[src/rtl/cmd_flag_scanner.sv]
// Command-line token scanner: splits an ASCII byte stream into tokens and
// reports the first terminating flag plus flag/token counts once per line.
module cmd_flag_scanner #(
    parameter int CNT_W = 8
) (
    input  logic             clk,
    input  logic             rst_n,
    input  logic             in_valid,
    output logic             in_ready,
    input  logic [7:0]       in_data,
    input  logic             in_last,
    output logic             res_valid,
    input  logic             res_ready,
    output logic [1:0]       res_term_id,
    output logic [CNT_W-1:0] res_flag_cnt,
    output logic [CNT_W-1:0] res_tok_cnt,
    output logic [2:0]       dbg_state
);

    // Handshake: a byte moves on an edge where in_valid && in_ready; the summary
    // moves on an edge where res_valid && res_ready and is held stable until then.

    typedef enum logic [2:0] {
        ST_SEP   = 3'd0,
        ST_DASH1 = 3'd1,
        ST_SHORT = 3'd2,
        ST_LONG  = 3'd3,
        ST_WORD  = 3'd4
    } state_t;

    localparam logic [CNT_W-1:0] CNT_MAX = {CNT_W{1'b1}};
    localparam logic [CNT_W-1:0] CNT_ONE = {{(CNT_W-1){1'b0}}, 1'b1};

    state_t           r_state;
    logic             r_endopt;
    logic [3:0]       r_pos;
    logic             r_match_help;
    logic             r_match_ver;
    logic [7:0]       r_short_char;
    logic             r_short_multi;
    logic [1:0]       r_term;
    logic [CNT_W-1:0] r_flag_cnt;
    logic [CNT_W-1:0] r_tok_cnt;
    logic             r_res_valid;
    logic [1:0]       r_res_term;
    logic [CNT_W-1:0] r_res_flag;
    logic [CNT_W-1:0] r_res_tok;

    state_t           w_nxt_state;
    state_t           w_cls_state;
    logic             w_accept;
    logic             w_sep;
    logic             w_dash;
    logic [3:0]       w_nxt_pos;
    logic             w_nxt_match_help;
    logic             w_nxt_match_ver;
    logic [7:0]       w_nxt_short_char;
    logic             w_nxt_short_multi;
    logic             w_tok_end;
    logic             w_tok_flag;
    logic [1:0]       w_tok_term;
    logic             w_endopt_set;
    logic             w_line_end;
    logic [1:0]       w_term_upd;
    logic [CNT_W-1:0] w_flag_upd;
    logic [CNT_W-1:0] w_tok_upd;

    function automatic logic [7:0] help_char(input logic [3:0] idx);
        case (idx)
            4'd0:    help_char = 8'h68;
            4'd1:    help_char = 8'h65;
            4'd2:    help_char = 8'h6c;
            4'd3:    help_char = 8'h70;
            default: help_char = 8'h00;
        endcase
    endfunction

    function automatic logic [7:0] ver_char(input logic [3:0] idx);
        case (idx)
            4'd0:    ver_char = 8'h76;
            4'd1:    ver_char = 8'h65;
            4'd2:    ver_char = 8'h72;
            4'd3:    ver_char = 8'h73;
            4'd4:    ver_char = 8'h69;
            4'd5:    ver_char = 8'h6f;
            4'd6:    ver_char = 8'h6e;
            default: ver_char = 8'h00;
        endcase
    endfunction

    assign w_accept = in_valid && !r_res_valid;
    assign w_sep    = (in_data == 8'h20) || (in_data == 8'h09);
    assign w_dash   = (in_data == 8'h2d);

    // Next-state and per-token match tracking for one accepted byte.
    always_comb begin
        w_nxt_state       = r_state;
        w_nxt_pos         = r_pos;
        w_nxt_match_help  = r_match_help;
        w_nxt_match_ver   = r_match_ver;
        w_nxt_short_char  = r_short_char;
        w_nxt_short_multi = r_short_multi;
        if (w_accept) begin
            case (r_state)
                ST_SEP: begin
                    if (w_sep)
                        w_nxt_state = ST_SEP;
                    else if (w_dash && !r_endopt)
                        w_nxt_state = ST_DASH1;
                    else
                        w_nxt_state = ST_WORD;
                end
                ST_DASH1: begin
                    if (w_sep) begin
                        w_nxt_state = ST_SEP;
                    end else if (w_dash) begin
                        w_nxt_state      = ST_LONG;
                        w_nxt_pos        = 4'd0;
                        w_nxt_match_help = 1'b1;
                        w_nxt_match_ver  = 1'b1;
                    end else begin
                        w_nxt_state       = ST_SHORT;
                        w_nxt_short_char  = in_data;
                        w_nxt_short_multi = 1'b0;
                    end
                end
                ST_SHORT: begin
                    if (w_sep)
                        w_nxt_state = ST_SEP;
                    else
                        w_nxt_short_multi = 1'b1;
                end
                ST_LONG: begin
                    if (w_sep) begin
                        w_nxt_state = ST_SEP;
                    end else begin
                        w_nxt_match_help = r_match_help && (r_pos < 4'd4) &&
                                           (in_data == help_char(r_pos));
                        w_nxt_match_ver  = r_match_ver && (r_pos < 4'd7) &&
                                           (in_data == ver_char(r_pos));
                        w_nxt_pos        = (r_pos == 4'd15) ? 4'd15 : r_pos + 4'd1;
                    end
                end
                ST_WORD: begin
                    if (w_sep)
                        w_nxt_state = ST_SEP;
                end
                default: w_nxt_state = ST_SEP;
            endcase
        end
    end

    // A separator closes the token held in r_state; a non-separator last byte is
    // appended first, so classification then looks at the post-byte values.
    assign w_cls_state = w_sep ? r_state : w_nxt_state;
    assign w_tok_end   = w_accept && (w_sep ? (r_state != ST_SEP) : in_last);
    assign w_line_end  = w_accept && in_last;

    always_comb begin
        w_tok_flag   = 1'b0;
        w_tok_term   = 2'd0;
        w_endopt_set = 1'b0;
        if (w_tok_end) begin
            case (w_cls_state)
                ST_SHORT: begin
                    w_tok_flag = 1'b1;
                    if (!w_nxt_short_multi && (w_nxt_short_char == 8'h68))
                        w_tok_term = 2'd1;
                    else if (!w_nxt_short_multi && (w_nxt_short_char == 8'h76))
                        w_tok_term = 2'd2;
                end
                ST_LONG: begin
                    if (w_nxt_pos == 4'd0) begin
                        w_endopt_set = 1'b1;
                    end else begin
                        w_tok_flag = 1'b1;
                        if (w_nxt_match_help && (w_nxt_pos == 4'd4))
                            w_tok_term = 2'd1;
                        else if (w_nxt_match_ver && (w_nxt_pos == 4'd7))
                            w_tok_term = 2'd2;
                    end
                end
                default: begin
                    w_tok_flag = 1'b0;
                end
            endcase
        end
    end

    assign w_term_upd = (r_term != 2'd0) ? r_term : w_tok_term;
    assign w_flag_upd = (w_tok_end && w_tok_flag && (r_flag_cnt != CNT_MAX)) ?
                        r_flag_cnt + CNT_ONE : r_flag_cnt;
    assign w_tok_upd  = (w_tok_end && (r_tok_cnt != CNT_MAX)) ?
                        r_tok_cnt + CNT_ONE : r_tok_cnt;

    always_ff @(posedge clk) begin
        if (!rst_n) begin
            r_state       <= ST_SEP;
            r_endopt      <= 1'b0;
            r_pos         <= 4'd0;
            r_match_help  <= 1'b0;
            r_match_ver   <= 1'b0;
            r_short_char  <= 8'd0;
            r_short_multi <= 1'b0;
            r_term        <= 2'd0;
            r_flag_cnt    <= '0;
            r_tok_cnt     <= '0;
            r_res_valid   <= 1'b0;
            r_res_term    <= 2'd0;
            r_res_flag    <= '0;
            r_res_tok     <= '0;
        end else begin
            if (r_res_valid && res_ready)
                r_res_valid <= 1'b0;
            if (w_line_end) begin
                r_res_valid   <= 1'b1;
                r_res_term    <= w_term_upd;
                r_res_flag    <= w_flag_upd;
                r_res_tok     <= w_tok_upd;
                r_state       <= ST_SEP;
                r_endopt      <= 1'b0;
                r_pos         <= 4'd0;
                r_match_help  <= 1'b0;
                r_match_ver   <= 1'b0;
                r_short_char  <= 8'd0;
                r_short_multi <= 1'b0;
                r_term        <= 2'd0;
                r_flag_cnt    <= '0;
                r_tok_cnt     <= '0;
            end else begin
                r_state       <= w_nxt_state;
                r_endopt      <= r_endopt | w_endopt_set;
                r_pos         <= w_nxt_pos;
                r_match_help  <= w_nxt_match_help;
                r_match_ver   <= w_nxt_match_ver;
                r_short_char  <= w_nxt_short_char;
                r_short_multi <= w_nxt_short_multi;
                r_term        <= w_term_upd;
                r_flag_cnt    <= w_flag_upd;
                r_tok_cnt     <= w_tok_upd;
            end
        end
    end

    assign in_ready     = !r_res_valid;
    assign res_valid    = r_res_valid;
    assign res_term_id  = r_res_term;
    assign res_flag_cnt = r_res_flag;
    assign res_tok_cnt  = r_res_tok;
    assign dbg_state    = r_state;

endmodule
[config.mk]
export PLATFORM = sky130hd
export DESIGN_NAME = cmd_flag_scanner
export DESIGN_NICKNAME = d
export VERILOG_FILES = /design/src/rtl/cmd_flag_scanner.sv
export SDC_FILE = /design/constraint.sdc
export NUM_CORES = 1
export LEC_CHECK = 0
export CAP_MARGIN = 20
export CORE_MARGIN = 5
export CORE_UTILIZATION = 60
export DETAILED_ROUTE_END_ITERATION = 12
export PLACE_DENSITY = 0.94
export RECOVER_POWER = 100
export SLEW_MARGIN = 40
export SYNTH_ARGS = -nofsm -noshare
export SYNTH_HDL_FRONTEND = slang
export SYNTH_SLANG_ARGS = --single-unit
[constraint.sdc]
create_clock -name clk -period 5.7 [get_ports clk]
set_input_delay 1.14 -clock clk [delete_from_list [all_inputs] [get_ports clk]]
set_output_delay 1.14 -clock clk [all_outputs]
set_load 0.005 [all_outputs]
==> results.ini <==
[grt]
grt_max_degree=33
grt_pass1_vias=3085
grt_use_total_pct=24.6
busiest_layer=met2
use_met1_pct=33.3
antenna_found_initial=0
grt_util_met3_pct=4.71
gr-usage-met2_pct=39.1
grt_pass1_wl_um=14700
grt_overflow=0

[status]
outcome=finished clean

[power_and_ir_drop]
p_total_uw=695
p_leak_nw=1.29
ir_worst_vdd_mv=0.153
power.density_cell_area_nw_per_um2=186

[sta]
timing.slew.headroom_pct=21.0
slew_violations=0
post-route-period-util_pct=82.1
worstMarginPinSlew_ns=1.17
fin_skew_ns=0.0189
tns_ns=0
setup_viol=0
rsz0062_at_grt=false
timing.final.crit_period_ns=4.68
fmax_mhz=214
finalHoldViolCount=0

[clock_tree]
post_cts_resized=0
cts_root_buf=clkbuf_8
clock_latency_ns=0.33
cts_setup_buffers=0
cts_tree=done
htreeDepth=2
cts_buffers=5
cts.sinks=56
hold_buffers=0
cts_buffer_depth=2
clkTransAtPathRegs_ns=0.10

[job]
cap_violations=0

[finish]
final_nets=450
fillCellCount=454
syn_to_final_growth_pct=11.4
n_antenna_cell=0
ff_latch_area_um2=1120
multi_input_area_um2=2040
drive_above_1_share_pct=4.86

[floorplanning]
die_h_um=84.7
die_w_um=84.7
dieArea_um2=7180
core_area_um2=5470
ios=36
rows=27
start_util_pct=61.2

[logic_synthesis]
syn_inst=416
ys_ff_latch=56
synth_edf_count=0
syn_nets=435
synth_area_um2=3350
synthArstFlopShare_pct=0
ys.flop_type=dfxtp_1
ys_types=76
syn_avg_cell_area_um2=8.05
ys_warn_count=0
yosysSeqAreaShare_pct=33.5

[setup_path]
crit_chain=dlygate4sd3_1 > nor4_1 > o21ai_0 > a211oi_1 > o221ai_1 > o311ai_0 > a21o_1 > a21oi_1
end_kind=flop
crit_arrival_ns=4.83
worst_path_dominant_cell_family=compound AO/OA/AOI/OAI gates
path_buf_inv=1
slowest_stage=o311ai_0
slowest_delay_ns=0.88
startpoint_type=primary input
worstPathMaxFanout=10
required_ns=5.85
critical_path_class=in2reg

[placement]
dpl.hpwl_um=6170
io_buffers=35
routabilityCongestion=0.975

[detailed_routing]
remaining_drc_errors=0
wl_per_cell_um=17.4
ant_nets=0
dr.pass1.iters=5
viasPerCell=6.66
vias=3359
dr.first_iter.drc_count=376
wl_um=8750

[min_path]
hold_class=reg2reg

worst min-delay path, stage by stage, from the launching register on:
cell	delay, ns
dfxtp_1	0.33
nand2_1	0.05
o31ai_1	0.05
power by group:
part | switching [mW] | total (mW) | internal [mW]
Sequential | 0.00647 | 0.401 | 0.395
Combinational | 0.0434 | 0.0693 | 0.0260
Clock | 0.137 | 0.225 | 0.0881
synthesized netlist by cell type (3+ instances only):
library cell	n	share of area, %
nand2b_1	6	1.1
a22oi_1	4	0.90
xnor2_1	4	1.0
ha_1	6	2.2
o21ai_0	12	1.8
nand4_1	10	1.9
clkbuf_1	23	2.6
o41ai_1	3	0.78
nor4_1	7	1.3
a31oi_1	5	0.93
nor2_1	41	4.6
xor2_1	5	1.3
o21ai_1	11	1.6
nand2_1	35	3.9
o22ai_1	3	0.56
nor3_1	19	2.8
a2111o_1	3	1.0
nor3b_1	3	0.67
a211oi_1	3	0.67
mux2i_1	6	1.8
a21o_1	4	0.90
o211ai_1	8	1.8
o311ai_1	3	0.78
and3_1	5	0.93
nand3_1	22	3.3
nand3b_1	7	1.6
inv_1	10	1.1
nor2b_1	3	0.56
a41oi_1	3	0.78
dfxtp_1	56	33
a32oi_1	3	0.78
a211o_1	3	0.78
a21oi_1	23	3.4
and2_1	5	0.93
final timing paths:
kind	start	endpoint	slack, ns	cells past startpoint
max	in_data[4]	r_flag_cnt[7]	1.02	8
min	res_flag_cnt[0]	res_flag_cnt[0]	0.46	2
max reg2reg	dbg_state[0]	r_term[0]	2.35	8
min reg2reg	res_flag_cnt[0]	res_flag_cnt[0]	0.46	2
cell type report:
class | instances | area share, %
multi-input combinational | 322 | 54.7
sequential | 56 | 30.0
timing repair buffer | 36 | 9.49
tap | 72 | 2.41
clock buffer | 6 | 1.94
inverter | 10 | 1.01
clock inverter | 2 | 0.369
layout by cell type (no fill, tap or decap), types with 7 or more instances in the layout:
cell             count
nand4_1             10
inv_1               10
o211ai_1             9
nor3_1              19
a21oi_1             24
dfxtp_1             56
nand3_1             22
nor4_1               8
nand2_1             35
nand3b_1             7
nor2_1              41
dlygate4sd3_1       27
clkdlybuf4s50_1      8
o21ai_0             22
cell families (layout without fill, tap and decap cells):
| kind of cell | after synthesis | count (layout) | share of synthesized area, % |
|---|---|---|---|
| compound gates | 118 | 118 | 25.9 |
| xor+xnor | 9 | 9 | 2.35 |
| fa+ha+maj | 6 | 6 | 2.24 |
| buf+inv | 38 | 54 | 4.89 |
| flops | 56 | 56 | 33.5 |
| mux | 7 | 7 | 2.13 |
| simple gates | 182 | 182 | 29.1 |
sequential cells by signal, indices dropped and copies added, names as in the netlist:
signal         cells
r_term             2
res_term_id        2
r_pos              4
r_match_ver        1
r_match_help       1
res_valid          1
r_short_multi      1
r_tok_cnt          8
r_short_char       8
dbg_state          3
r_endopt           1
r_flag_cnt         8
res_tok_cnt        8
res_flag_cnt       8
per-stage QoR:
stage	setup WS (ns)	cell area (um^2)	util [%]	hold WS, ns	instances
after global routing	0.752	3730	68.2	0.501	504
after floorplan	2.22	3350	-	0.429	416
after global placement	1.45	3670	67.1	0.436	496
after detailed placement	1.36	3670	67.1	0.448	496
after CTS	1.70	3760	68.7	0.464	504
final	1.02	3730	68.2	0.463	504
routing by layer:
metal  up-vias  routed length (um)
met5         -                   0
met4         0                 225
met3        26                 505
met2       146                4060
met1      1591                3960
li1       1596                   -
Note: power is estimated with default switching activity, not from simulation.
